File: src/rtl/dds_pkg.sv
// Shared constants and types for the DDS frequency-sweep sequencer.
package dds_pkg;
    localparam int FW_W = 32;
    localparam int PH_W = 11;

    localparam logic MODE_SAW = 1'b0;
    localparam logic MODE_TRI = 1'b1;

    typedef enum logic [1:0] {
        IDLE = 2'd0,
        RUN  = 2'd1,
        DONE = 2'd2
    } sweep_state_t;
endpackage

File: src/rtl/dds_dwell_timer.sv
// Dwell down-counter: expire fires once every period_i+1 enabled cycles and reloads itself.
module dds_dwell_timer #(
    parameter int DW_W = 16
) (
    input  logic            clk,
    input  logic            rst_n,
    input  logic            load_i,
    input  logic            enable_i,
    input  logic [DW_W-1:0] period_i,
    output logic            expire_o
);
    logic [DW_W-1:0] cnt_q;
    logic [DW_W-1:0] cnt_d;

    always_comb begin
        cnt_d = cnt_q;
        if (load_i) begin
            cnt_d = period_i;
        end else if (enable_i) begin
            cnt_d = (cnt_q == '0) ? period_i : cnt_q - 1'b1;
        end
    end

    always_ff @(posedge clk or negedge rst_n) begin
        if (!rst_n) begin
            cnt_q <= '0;
        end else begin
            cnt_q <= cnt_d;
        end
    end

    assign expire_o = enable_i && !load_i && (cnt_q == '0);
endmodule

File: src/rtl/dds_sweep_ctrl.sv
// Frequency-sweep sequencer: steps the DDS frequency word K between latched endpoints,
// sawtooth or triangle, for n_sweeps periods (0 = forever). All outputs are registered.
module dds_sweep_ctrl
    import dds_pkg::*;
#(
    parameter int FW_W  = dds_pkg::FW_W,
    parameter int PH_W  = dds_pkg::PH_W,
    parameter int DW_W  = 16,
    parameter int CNT_W = 8
) (
    input  logic             clk,
    input  logic             rst_n,
    input  logic             start,
    input  logic             abort,
    input  logic             mode,
    input  logic [FW_W-1:0]  f_start,
    input  logic [FW_W-1:0]  f_stop,
    input  logic [FW_W-1:0]  f_step,
    input  logic [DW_W-1:0]  dwell,
    input  logic [PH_W-1:0]  p_off,
    input  logic [CNT_W-1:0] n_sweeps,
    output logic [FW_W-1:0]  K,
    output logic [PH_W-1:0]  P,
    output logic             busy,
    output logic             sweep_tick,
    output logic             done,
    output logic             err,
    output sweep_state_t     state_o
);
    sweep_state_t     state_q, state_d;
    logic [FW_W-1:0]  k_q, k_d;
    logic [PH_W-1:0]  p_q, p_d;
    logic             busy_q, busy_d, tick_q, tick_d, done_q, done_d, err_q, err_d;
    logic             dir_q, dir_d;
    logic [CNT_W-1:0] cnt_q, cnt_d;

    logic [FW_W-1:0]  f_start_q, f_stop_q, f_step_q;
    logic [DW_W-1:0]  dwell_q;
    logic [PH_W-1:0]  p_off_q;
    logic [CNT_W-1:0] n_q;
    logic             mode_q;
    logic             cfg_load, period_end, expire;

    // Sums carry one extra bit so an overflowing up step still saturates at f_stop.
    logic [FW_W:0]    sum_up, floor_dn;
    logic [FW_W-1:0]  up_k, dn_k;

    assign sum_up   = {1'b0, k_q} + {1'b0, f_step_q};
    assign floor_dn = {1'b0, f_start_q} + {1'b0, f_step_q};
    assign up_k     = (sum_up >= {1'b0, f_stop_q}) ? f_stop_q : sum_up[FW_W-1:0];
    assign dn_k     = ({1'b0, k_q} < floor_dn) ? f_start_q : k_q - f_step_q;

    dds_dwell_timer #(.DW_W(DW_W)) u_dwell (
        .clk      (clk),
        .rst_n    (rst_n),
        .load_i   (cfg_load),
        .enable_i (state_q == RUN),
        .period_i (cfg_load ? dwell : dwell_q),
        .expire_o (expire)
    );

    always_comb begin
        state_d    = state_q;
        k_d        = k_q;
        p_d        = p_q;
        dir_d      = dir_q;
        cnt_d      = cnt_q;
        tick_d     = 1'b0;
        err_d      = 1'b0;
        cfg_load   = 1'b0;
        period_end = 1'b0;
        if (abort) begin
            state_d = IDLE;
            k_d     = '0;
            p_d     = '0;
            dir_d   = 1'b0;
            cnt_d   = '0;
        end else begin
            case (state_q)
                IDLE: begin
                    if (start) begin
                        if (f_step == '0 || f_start > f_stop) begin
                            err_d = 1'b1;
                        end else begin
                            cfg_load = 1'b1;
                            state_d  = RUN;
                            k_d      = f_start;
                            p_d      = p_off;
                            dir_d    = 1'b0;
                            cnt_d    = '0;
                            tick_d   = (f_start == f_stop);
                        end
                    end
                end
                RUN: begin
                    if (expire) begin
                        if (!dir_q) begin
                            if (k_q != f_stop_q) begin
                                k_d    = up_k;
                                tick_d = (up_k == f_stop_q);
                            end else if (mode_q == MODE_TRI) begin
                                dir_d  = 1'b1;
                                k_d    = dn_k;
                                tick_d = (dn_k == f_start_q);
                            end else begin
                                period_end = 1'b1;
                            end
                        end else if (k_q != f_start_q) begin
                            k_d    = dn_k;
                            tick_d = (dn_k == f_start_q);
                        end else begin
                            period_end = 1'b1;
                        end
                        if (period_end) begin
                            cnt_d = cnt_q + 1'b1;
                            if (n_q != '0 && cnt_d == n_q) begin
                                state_d = DONE;
                                k_d     = '0;
                                p_d     = '0;
                            end else if (mode_q == MODE_SAW) begin
                                k_d    = f_start_q;
                                tick_d = (f_start_q == f_stop_q);
                            end else begin
                                // Triangle turns at f_start without a second dwell there.
                                dir_d  = 1'b0;
                                k_d    = up_k;
                                tick_d = (up_k == f_stop_q);
                            end
                        end
                    end
                end
                default: begin
                    state_d = IDLE;
                    k_d     = '0;
                    p_d     = '0;
                end
            endcase
        end
        busy_d = (state_d != IDLE);
        done_d = (state_d == DONE);
    end

    always_ff @(posedge clk or negedge rst_n) begin
        if (!rst_n) begin
            state_q   <= IDLE;
            k_q       <= '0;
            p_q       <= '0;
            busy_q    <= 1'b0;
            tick_q    <= 1'b0;
            done_q    <= 1'b0;
            err_q     <= 1'b0;
            dir_q     <= 1'b0;
            cnt_q     <= '0;
            f_start_q <= '0;
            f_stop_q  <= '0;
            f_step_q  <= '0;
            dwell_q   <= '0;
            p_off_q   <= '0;
            n_q       <= '0;
            mode_q    <= 1'b0;
        end else begin
            state_q <= state_d;
            k_q     <= k_d;
            p_q     <= p_d;
            busy_q  <= busy_d;
            tick_q  <= tick_d;
            done_q  <= done_d;
            err_q   <= err_d;
            dir_q   <= dir_d;
            cnt_q   <= cnt_d;
            if (cfg_load) begin
                f_start_q <= f_start;
                f_stop_q  <= f_stop;
                f_step_q  <= f_step;
                dwell_q   <= dwell;
                p_off_q   <= p_off;
                n_q       <= n_sweeps;
                mode_q    <= mode;
            end
        end
    end

    assign K          = k_q;
    assign P          = p_q;
    assign busy       = busy_q;
    assign sweep_tick = tick_q;
    assign done       = done_q;
    assign err        = err_q;
    assign state_o    = state_q;
endmodule

File: config.mk
export PLATFORM = sky130hd
export DESIGN_NAME = dds_sweep_ctrl
export DESIGN_NICKNAME = d
export VERILOG_FILES = /design/src/rtl/dds_pkg.sv /design/src/rtl/dds_dwell_timer.sv /design/src/rtl/dds_sweep_ctrl.sv
export SDC_FILE = /design/constraint.sdc
export NUM_CORES = 1
export LEC_CHECK = 0
export BUFFER_PORTS_ARGS = -buffer_cell sky130_fd_sc_hd__buf_2
export CAP_MARGIN = 25
export CORE_MARGIN = 2
export CORE_UTILIZATION = 30
export CTS_BUF_LIST = sky130_fd_sc_hd__clkbuf_8
export DETAILED_ROUTE_END_ITERATION = 10
export PLACE_DENSITY_LB_ADDON = 0.3
export SYNTH_ARGS = -nofsm -noshare
export SYNTH_HDL_FRONTEND = slang
export SYNTH_SLANG_ARGS = --single-unit
File: constraint.sdc
create_clock -name clk -period 4.7 [get_ports clk]
set_clock_uncertainty 0.15 [all_clocks]
set_input_delay 1.41 -clock clk [delete_from_list [all_inputs] [get_ports clk]]
set_output_delay 1.41 -clock clk [all_outputs]
set_load 0.05 [all_outputs]
==> impl_metrics.json <==
{
  "outcome": "finished, violations left",
  "synth.distinct_cells": 86,
  "ys_warn_count": 0,
  "grt_util_all_layers": 0.272,
  "cp.arrival_ns": 5.72,
  "hold_ws_ns": 0.346,
  "gp_congestion": 1.01,
  "synth-async-reset-ratio": 1.00,
  "clk_pin_slew_worst_paths_ns": 0.13,
  "die_w_um": 259,
  "ys_ff_latch": 195,
  "vias_per_cell": 5.35,
  "vdd_drop_max_v": 0.000446,
  "grt_max_degree": 84,
  "cap_violations": 0,
  "critPathMaxFanout": 3,
  "ff2ff_setup_slack_ns": -0.66,
  "drt-total-wl_mm": 92.2,
  "dr_total_vias": 20800,
  "p_leak_nw": 12.8,
  "synth-edff-count": 0,
  "die_h_um": 259,
  "grt_antenna_before_repair": 7,
  "area_growth_pct": 37.3,
  "utilization": 0.417,
  "synth_seq_area_share": 0.250,
  "violations": "negative setup slack",
  "rsz0062_at_grt": "yes",
  "cts_inserted_buffers": 17,
  "preCtsSetupSlack_ns": -1.01,
  "worstRegToRegCells": 23,
  "wl_per_cell_um": 23.7,
  "startpoint_type": "flip-flop",
  "clockBufferDepth": 2,
  "start_util": 0.303,
  "synth_nets": 2739,
  "port_buffers": 184,
  "report.final.slew_viol_count": 0,
  "grt.overflow.total": 0,
  "stdcell_area_mm2": 0.0268,
  "setup.worst_path.start": "f_step_q[0]",
  "finalNonFillerCells": 3886,
  "cts_sinks": 195,
  "drtAntennaViolNets": 0,
  "fin_ws_ns": -0.664,
  "final-setup-viol-count": 33,
  "fin_tns_setup_ns": -19.94,
  "powerDensity_mw_per_mm2": 629,
  "layout-drive-gt1-share": 0.329,
  "met3_usage": 0.0413,
  "worst_path_max_delay_cell": "o41ai_4",
  "clockRootBuffer": "clkbuf_8",
  "first_pass_iters": 6,
  "clk_latency_ns": 0.62,
  "first_iter_violations": 1667,
  "use_met1": 0.361,
  "ioPinCount": 185,
  "worstPathCellList": "ha_2 -> fa_2 -> a21o_1 -> a21oi_4 -> o211ai_1 -> nand2_1 -> o21a_1 -> nand2_1 -> a31o_2 -> a21o_1 -> a21oi_2 -> xor2_1 -> ha_1 -> nand4_1 -> or2_4 -> o41ai_4 -> a21oi_2 -> a41o_4 -> buf_6 -> mux2_4 -> mux2_2 -> nand3_2 -> a31oi_1",
  "busiest_layer": "met2",
  "worst_pin_slew_ns": 0.899,
  "hp-class": "flip-flop to flip-flop",
  "fmax_mhz": 186,
  "fp.dieArea_mm2": 0.0672,
  "htreeDepth": 4,
  "p_total_mw": 16.9,
  "r2r_end": "K[1]",
  "use_met2": 0.445,
  "dp_hpwl_mm": 74.4,
  "slowest_delay_ns": 0.49,
  "critPathKind": "flip-flop to flip-flop",
  "synthesis.area_mm2": 0.0196,
  "synth_cells": 2407,
  "tritoncts": "built",
  "hold_violations": 0,
  "slew_headroom": 0.398,
  "synth.avg_cell_area_um2": 8.12,
  "rows": 93,
  "required_ns": 5.06,
  "nNetsFinal": 3349,
  "reg2reg_from": "f_step_q[0]",
  "drcViolationCount": 0,
  "period_minus_slack_ns": 5.36,
  "endpoint": "K[1]",
  "core-area_mm2": 0.0645,
  "endpoint_kind": "flip-flop",
  "cts_hold_buffers": 0,
  "period_share": 1.14,
  "postPlaceCellArea_mm2": 0.0254,
  "grt_pass1_vias": 21000,
  "dp.cells": 3824,
  "synthFlopType": "dfrtp_1",
  "grt_pass1_wl_mm": 136
}
-- repair_timing --
action / 4_1_cts / 5_1_grt
gates cloned: 3 / 0
pin swaps: 30 / 52
resized for setup: 101 / 74
endpoints found under the setup margin: 33 / 98
buffers inserted: 19 / 11
-- report_power, final --
group / internal (mW) / total [mW] / switching [mW]
clock network: 0.400 / 1.24 / 0.838
logic: 6.25 / 13.1 / 6.84
registers: 2.07 / 2.55 / 0.487
-- per-layer routing --
layer / vias up / share of wire
met5: - / 0.00080
met2: 704 / 0.46
met1: 10100 / 0.44
met4: 12 / 0.042
li1: 9799 / -
met3: 159 / 0.053
-- how the worst min path moves through the flow --
stage	end	cells after the start	slack (ns)	startpoint
final	dwell_q[10]	2	0.35	dwell_q[10]
after global routing	dwell_q[4]	1	0.38	dwell_q[4]
after CTS	dwell_q[7]	2	0.35	dwell_q[7]
after detailed placement	dwell_q[7]	2	0.32	dwell_q[7]
after global placement	dwell_q[7]	2	0.31	dwell_q[7]
after floorplan	dwell_q[11]	2	0.29	dwell_q[11]
-- sequential cells by signal, indices dropped and copies added (netlist names), 2 cells and up --
register and cells:
cnt_q 8, P 11, dwell_q 16, f_stop_q 32, f_step_q 32, n_q 8
u_dwell.cnt_q 16, K 32, f_start_q 32, state_o 2
-- cell usage in the layout, fill, tap and decap left out, types with 11 or more instances in the layout --
cell      instances
a211oi_1         11
a21o_1           59
a21oi_1         147
a221o_1          12
a31oi_1          19
and3_1           13
buf_12           17
buf_2           183
buf_4           530
buf_6            16
clkbuf_8         18
dfrtp_1         172
dfrtp_2          20
ha_1            182
inv_1           140
mux2_2           46
mux2i_1          56
nand2_1         294
nand2b_1         22
nand3_1          31
nand4_1          47
nor2_1          111
nor2b_1          25
nor3_1           38
nor4_1           35
o211ai_1         37
o21a_1           20
o21ai_0         121
o21ai_1          36
o21bai_1         13
o221ai_1         29
o31ai_1          15
xnor2_1         183
xor2_1           76
-- area by class of cell --
| class | instances | area, µm² |
|---|---|---|
| inverters | 147 | 556 |
| flip-flops and latches | 195 | 4920 |
| well taps | 855 | 1070 |
| multi-input cells | 1905 | 14400 |
| fillers | 6655 | 37600 |
| repair buffers | 751 | 5520 |
| clock buffers | 17 | 234 |
| clock inverters | 15 | 159 |
| diodes | 1 | 2.50 |
-- synth_stat cells (8+ instances only) --
master | number | area share
nand2_1 | 294 | 0.056
dfrtp_1 | 195 | 0.25
ha_1 | 193 | 0.12
xnor2_1 | 190 | 0.085
a21oi_1 | 163 | 0.042
o21ai_0 | 154 | 0.039
inv_1 | 140 | 0.027
nor2_1 | 117 | 0.022
clkbuf_1 | 116 | 0.022
xor2_1 | 78 | 0.035
mux2i_1 | 64 | 0.033
a21o_1 | 60 | 0.023
mux2_2 | 51 | 0.029
nand4_1 | 47 | 0.015
nor3_1 | 41 | 0.010
nor4_1 | 40 | 0.013
o211ai_1 | 37 | 0.014
nand3_1 | 33 | 0.0084
o221ai_1 | 32 | 0.014
buf_2 | 31 | 0.0079
nor2b_1 | 26 | 0.0083
a31oi_1 | 23 | 0.0074
nand2b_1 | 23 | 0.0074
o21a_1 | 20 | 0.0077
o31ai_1 | 17 | 0.0065
a211oi_1 | 15 | 0.0058
o21bai_1 | 14 | 0.0054
and3_1 | 13 | 0.0042
a221o_1 | 12 | 0.0061
buf_1 | 9 | 0.0017
o2111ai_1 | 9 | 0.0040
or3_1 | 9 | 0.0029
or2_2 | 8 | 0.0026
-- logic make-up (layout without fill, tap and decap cells) --
group / count (synthesis) / after routing / synth area share
flops: 195 / 195 / 0.250
fa+ha+maj: 196 / 196 / 0.127
other cells: 0 / 1 / 0
mux: 115 / 115 / 0.0621
compound gates: 642 / 642 / 0.215
buf+inv: 307 / 930 / 0.0619
simple gates: 683 / 683 / 0.164
xor+xnor: 269 / 269 / 0.121
-- worst max-delay path, delay by kind of cell (launching register included) --
family	cells	cell delay (ns)
AO/OA/AOI/OAI	11	2.38
XOR/XNOR	1	0.08
adder cells (fa/ha/maj)	3	0.86
buffers and inverters	1	0.14
flip-flops	1	0.41
multiplexers	2	0.56
AND/OR/NAND/NOR	5	0.64
Note: power is estimated with default switching activity, not from simulation.
